**src/rtl/async_fifo_pkg.sv**
```systemverilog
// -----------------------------------------------------------------------------
// async_fifo_pkg
// Shared definitions for the asynchronous FIFO controllers.
//   PTR_AW / DEPTH : default pointer address width and the matching FIFO depth
//   ptr_t          : (PTR_AW+1)-bit pointer, one wrap bit above the address
//   bin2gray       : binary to reflected Gray code
//   gray2bin       : reflected Gray code to binary
// The conversion functions work on a 32-bit container, so any pointer width up
// to 32 bits can be passed in zero-extended and cast back to its own width.
// -----------------------------------------------------------------------------
package async_fifo_pkg;

    localparam int unsigned PTR_AW = 4;
    localparam int unsigned DEPTH  = 1 << PTR_AW;

    typedef logic [PTR_AW:0] ptr_t;

    function automatic logic [31:0] bin2gray(input logic [31:0] b);
        return b ^ (b >> 1);
    endfunction

    // Each binary bit is the XOR of all Gray bits at or above it.
    function automatic logic [31:0] gray2bin(input logic [31:0] g);
        logic [31:0] b;
        b[31] = g[31];
        for (int unsigned i = 31; i > 0; i--) begin
            b[i-1] = b[i] ^ g[i-1];
        end
        return b;
    endfunction

endpackage

```
**src/rtl/async_sync_ptr.sv**
```systemverilog
// -----------------------------------------------------------------------------
// async_sync_ptr
// Two-flop synchronizer for a Gray-coded FIFO pointer crossing into clk.
//   clk         : destination-domain clock
//   rst_n       : asynchronous active-low reset, clears both stages
//   ptr_async_i : Gray pointer from the other clock domain
//   ptr_sync_o  : pointer after two clk flops
// -----------------------------------------------------------------------------
module async_sync_ptr #(
    parameter int unsigned ADDR_WIDTH = 4
) (
    input  logic                  clk,
    input  logic                  rst_n,
    input  logic [ADDR_WIDTH:0]   ptr_async_i,
    output logic [ADDR_WIDTH:0]   ptr_sync_o
);

    logic [ADDR_WIDTH:0] meta_q;
    logic [ADDR_WIDTH:0] sync_q;

    always_ff @(posedge clk or negedge rst_n) begin
        if (!rst_n) begin
            meta_q <= '0;
            sync_q <= '0;
        end else begin
            meta_q <= ptr_async_i;
            sync_q <= meta_q;
        end
    end

    assign ptr_sync_o = sync_q;

endmodule

```
**src/rtl/async_fifo_wr_ctrl.sv**
```systemverilog
// -----------------------------------------------------------------------------
// async_fifo_wr_ctrl
// Write-side controller of the asynchronous FIFO (write clock domain only).
//   clk          : write-domain clock
//   rst_n        : asynchronous active-low reset
//   wr_en        : producer write request
//   rd_ptr_gray  : Gray read pointer from the read domain (unsynchronized)
//   ovf_clr      : single-cycle clear of overflow
//   wr_accept    : RAM write enable (wr_en while not full)
//   waddr        : RAM write address
//   wr_ptr_gray  : registered Gray write pointer for the read-side synchronizer
//   full         : registered full flag
//   almost_full  : registered, level of the next state >= AFULL_THRESH
//   wr_level     : pessimistic occupancy estimate, 0..DEPTH
//   overflow     : sticky, set by a write attempt while full
// -----------------------------------------------------------------------------
module async_fifo_wr_ctrl #(
    parameter int unsigned ADDR_WIDTH   = 4,
    parameter int unsigned AFULL_THRESH = 12
) (
    input  logic                  clk,
    input  logic                  rst_n,
    input  logic                  wr_en,
    input  logic [ADDR_WIDTH:0]   rd_ptr_gray,
    input  logic                  ovf_clr,
    output logic                  wr_accept,
    output logic [ADDR_WIDTH-1:0] waddr,
    output logic [ADDR_WIDTH:0]   wr_ptr_gray,
    output logic                  full,
    output logic                  almost_full,
    output logic [ADDR_WIDTH:0]   wr_level,
    output logic                  overflow
);

    import async_fifo_pkg::*;

    localparam int unsigned AW = ADDR_WIDTH;

    typedef logic [AW:0] wptr_t;

    wptr_t wbin_q, wbin_d;
    wptr_t wgray_q, wgray_d;
    wptr_t rq2, rbin_s;
    wptr_t full_cmp, lvl_next;
    logic  full_q, full_d;
    logic  afull_q, afull_d;
    logic  ovf_q, ovf_d;

    async_sync_ptr #(
        .ADDR_WIDTH (ADDR_WIDTH)
    ) u_sync_rptr (
        .clk         (clk),
        .rst_n       (rst_n),
        .ptr_async_i (rd_ptr_gray),
        .ptr_sync_o  (rq2)
    );

    always_comb begin
        // Gated by rst_n so no RAM write can be issued while reset is held.
        wr_accept = wr_en & ~full_q & rst_n;
        wbin_d    = wbin_q + wptr_t'(wr_accept);
        wgray_d   = wptr_t'(bin2gray(32'(wbin_d)));
        rbin_s    = wptr_t'(gray2bin(32'(rq2)));
        // Full when the next write pointer is exactly one lap ahead of the
        // synchronized read pointer: in Gray code that inverts the top two bits.
        full_cmp  = {~rq2[AW:AW-1], rq2[AW-2:0]};
        full_d    = (wgray_d == full_cmp);
        lvl_next  = wbin_d - rbin_s;
        afull_d   = (lvl_next >= wptr_t'(AFULL_THRESH));
        // Set has priority over clear.
        ovf_d     = (wr_en & full_q) | (ovf_q & ~ovf_clr);
    end

    always_ff @(posedge clk or negedge rst_n) begin
        if (!rst_n) begin
            wbin_q  <= '0;
            wgray_q <= '0;
            full_q  <= 1'b0;
            afull_q <= 1'b0;
            ovf_q   <= 1'b0;
        end else begin
            wbin_q  <= wbin_d;
            wgray_q <= wgray_d;
            full_q  <= full_d;
            afull_q <= afull_d;
            ovf_q   <= ovf_d;
        end
    end

    assign waddr       = wbin_q[AW-1:0];
    assign wr_ptr_gray = wgray_q;
    assign full        = full_q;
    assign almost_full = afull_q;
    assign overflow    = ovf_q;
    assign wr_level    = wbin_q - rbin_s;

endmodule

```
**config.mk**
```make
export PLATFORM = sky130hd
export DESIGN_NAME = async_fifo_wr_ctrl
export DESIGN_NICKNAME = d
export VERILOG_FILES = /design/src/rtl/async_fifo_pkg.sv /design/src/rtl/async_sync_ptr.sv /design/src/rtl/async_fifo_wr_ctrl.sv
export SDC_FILE = /design/constraint.sdc
export NUM_CORES = 1
export LEC_CHECK = 0
export BUFFER_PORTS_ARGS = -buffer_cell sky130_fd_sc_hd__buf_2
export CORE_MARGIN = 1
export CORE_UTILIZATION = 47
export DETAILED_ROUTE_END_ITERATION = 7
export PLACE_DENSITY = 0.74
export SLEW_MARGIN = 15
export SYNTH_ARGS = -nofsm -noshare
export SYNTH_HDL_FRONTEND = slang
export SYNTH_SLANG_ARGS = --single-unit
```
**constraint.sdc**
```tcl
create_clock -name clk -period 2.7 [get_ports clk]
set_clock_uncertainty 0.15 [all_clocks]
set_input_delay 0.135 -clock clk [delete_from_list [all_inputs] [get_ports clk]]
set_output_delay 0.135 -clock clk [all_outputs]
set_load 0.03 [all_outputs]
```
==> results.cfg <==
[detailed_routing]
vias_per_cell = 4.92
routed-via-count = 880
wl_per_cell_um = 13.7
drc = 0
drt-initial-drc-count = 6
drt-pass1-iter-count = 4
wl_mm = 2.46
ant_nets = 0

[place]
dp_cells = 159
gp_congestion = 0.810
port_buffers = 26
post_dp_cell_area_um2 = 1450
hpwl_mm = 1.68

[sta]
period_minus_slack_ns = 3.11
whs_ns = 0.170
final_max_slew_viol_count = 0
setup_violations = 5
fin_crit_sh_pct = 115
finalHoldViolCount = 0
setup_ws_ns = -0.408
slew_headroom_pct = 75.0
max_freq_ghz = 0.322
tightest_slew_ns = 0.372
fin_setup_tns_ns = -1.33
rsz0062_at_grt = true

[floorplan]
dieArea_um2 = 2740
start_util_pct = 51.8
pin_count = 27
core_um2 = 2300
dieHeight_um = 52.3
die_w_um = 52.3
rows = 17

[outcome]
violations = negative setup slack
status = finished, violations left

[yosys]
yosys_warnings = 0
synth_cell_types = 29
synth_xor_area_share_pct = 21.2
yosys.area_share.simple_pct = 6.94
ys_seq_area_share_pct = 46.3
syn_avg_cell_area_um2 = 12.4
synth_cells = 96
synth_compound_area_share_pct = 8.52
synth_nets = 117
yosysTopAreaCell = dfrtp_1
syn_area_um2 = 1190
synth_top_family_by_area = XOR/XNOR gates
synthAdderAreaFrac_pct = 13.9
yosys-top-cells-area = dfrtp_1 (46%), ha_1 (11%), xor2_1 (8.8%)
ys_ff_latch = 22
post-synth-top-area-fraction_pct = 46.3
synthMuxAreaShare_pct = 0

[critical_path]
reg2reg_from = u_sync_rptr.ptr_sync_o[4]
crit_type = reg2out
worst_ep_required_time_ns = 2.41
path_max_fanout = 2
max_stage_delay_ns = 0.43
crit_path_top_delay_cell = dfrtp_1
cp-start-kind = flip-flop
crit_start = u_sync_rptr.ptr_sync_o[4]
critPathMostFrequentCell = xnor2_2
arrival_ns = 2.82
cp-end-kind = output pin
cp_cell_sequence = xnor2_2, xor2_2, xor2_2, xnor2_2, ha_2, inv_2, fa_2, a21o_1, a21oi_2, xnor2_2, buf_6

[clock_tree]
cts_max_level = 1
path_clk_slew_ns = 0.12
cts-root-buf = clkbuf_4
cts_tree = yes
cts_sinks = 22
clkLatencyLatePin_ns = 0.31
cts_buffers = 3
clockBufferDepth = 2

[cells_and_area]
n_antenna_cell = 0
instances_no_fill = 179
multiInputGateArea_um2 = 658
nFillCells = 159
fin_nets = 173
drive_above_1_share_pct = 43.7
syn_to_final_growth_pct = 40.9
seq_area_um2 = 551
fin_area_um2 = 1680

[global_routing]
grt_pass1_vias = 879
grt_first_pass_wirelength_mm = 3.91
grt_usage_pct = 20.8
grt_max_degree = 23
grt_overflow = 0
antenna_found_initial = 0

[power_and_ir_drop]
p_switching_mw = 1.06
p_total_mw = 2.25
swShare_pct = 47.0
pwr-share-comb_pct = 68.9
clock_power_share_pct = 8.1
p_int_mw = 1.19
power.leakage_nw = 0.855
ir_drop_uv = 1030
pwr-share-seq_pct = 23.0
powerDensity_nw_per_um2 = 1340

[job]
maxCapViolations = 0

[worst_hold_path]
min_path_type = in2async
==> final cells by class <==
type                            count  share of cell area, %
Multi-Input combinational cell     66                   39.3
Tap cell                           28                   2.09
Inverter                            7                   1.57
Sequential cell                    22                   32.8
Timing Repair Buffer               52                   22.1
Clock buffer                        4                   2.16
==> placed cells by master (no fill, tap or decap), drive strengths merged, types with 5 or more instances in the layout <==
cell,synthesis,routed
buf,1,44
ha,10,10
nand2,5,5
xor2,14,14
dfrtp,22,22
inv,7,7
xnor2,7,7
dlygate4sd3,0,8
==> through the flow <==
step	utilization (%)	setup WS, ns
after floorplan	-	-0.169
after global placement	63.1	-0.0208
final	73.0	-0.408
after detailed placement	63.1	-0.107
after CTS	71.4	-0.352
after global routing	73.0	-0.533
==> Yosys cell counts <==
library cell  count
nand2_1           5
nor3_1            2
xnor2_2           1
a2bb2oi_1         1
a21o_1            3
o31a_1            1
nor2_1            2
xnor3_1           1
nand2b_1          1
xnor2_1           6
nor4_1            1
buf_6             1
nor2b_1           1
xor3_1            1
and2_1            1
inv_1             7
xor2_1           12
a21o_2            1
a21boi_2          1
a211o_1           1
o211ai_1          1
fa_1              2
a21oi_1           4
ha_1             10
o21ai_0           1
xor2_2            2
nand3_1           3
and3_1            1
dfrtp_1          22
==> state kept, by name (all words and copies together), names as in the netlist <==
name and flops:
wr_ptr_gray 4, full 1, almost_full 1, u_sync_rptr.ptr_sync_o 5, wbin_q 5, u_sync_rptr.meta_q 5
overflow 1
==> routing by layer <==
metal	global-route usage (%)	vias to the layer above	part of all wire (%)	wire, µm
li1	-	426	-	-
met1	23.9	422	44	1090
met2	37.3	27	50	1240
met3	3.48	5	3.4	83
met4	9.21	0	1.8	44
met5	0	-	0	0
==> worst paths after layout <==
check                                       endpoint  slack (ns)  cells past startpoint
setup / recovery                         wr_level[4]       -0.41                     11
hold / removal                                  full        0.17                      3
setup reg to reg                         almost_full       -0.16                     12
hold reg to reg            u_sync_rptr.ptr_sync_o[0]        0.21                      0
max in group asynchronous                  wbin_q[2]        2.01                      3
min in group clk           u_sync_rptr.ptr_sync_o[0]        0.21                      0
==> critical path, delay by kind of cell, from the launching register on <==
| kind | cells | cell delay, ns |
|---|---|---|
| compound gates | 2 | 0.34 |
| xor+xnor | 5 | 0.97 |
| fa+ha+maj | 2 | 0.57 |
| buf+inv | 2 | 0.20 |
| flops | 1 | 0.43 |
==> timing repair <==
item                                   in CTS  in global routing
setup buffers                               5                  3
resized for setup                          12                  2
pin swaps                                   8                  9
hold buffers                                8                  0
setup endpoints to repair                   5                  5
endpoints found under the hold margin      28                  0
gates cloned                                0                  0
==> power by group through the flow <==
| stage | logic, mW | registers (mW) | clock network [mW] |
|---|---|---|---|
| after detailed placement | 1.35 | 0.524 | 0 |
| after CTS | 1.51 | 0.519 | 0.190 |
| after floorplan | 0.886 | 0.668 | 0 |
| after global routing | 1.68 | 0.532 | 0.197 |
| final | 1.55 | 0.518 | 0.183 |
| after global placement | 1.32 | 0.517 | 0 |
==> cell families (layout without fill, tap and decap cells) <==
| kind of cell | Yosys count | after routing |
|---|---|---|
| xor gates and xnor gates | 23 | 23 |
| AOI/OAI and AO/OA | 14 | 14 |
| adders and majority gates | 12 | 12 |
| and+or+nand+nor | 17 | 17 |
| DFF | 22 | 22 |
| buffers and inverters | 8 | 63 |
(Power assumes the default switching activity.)
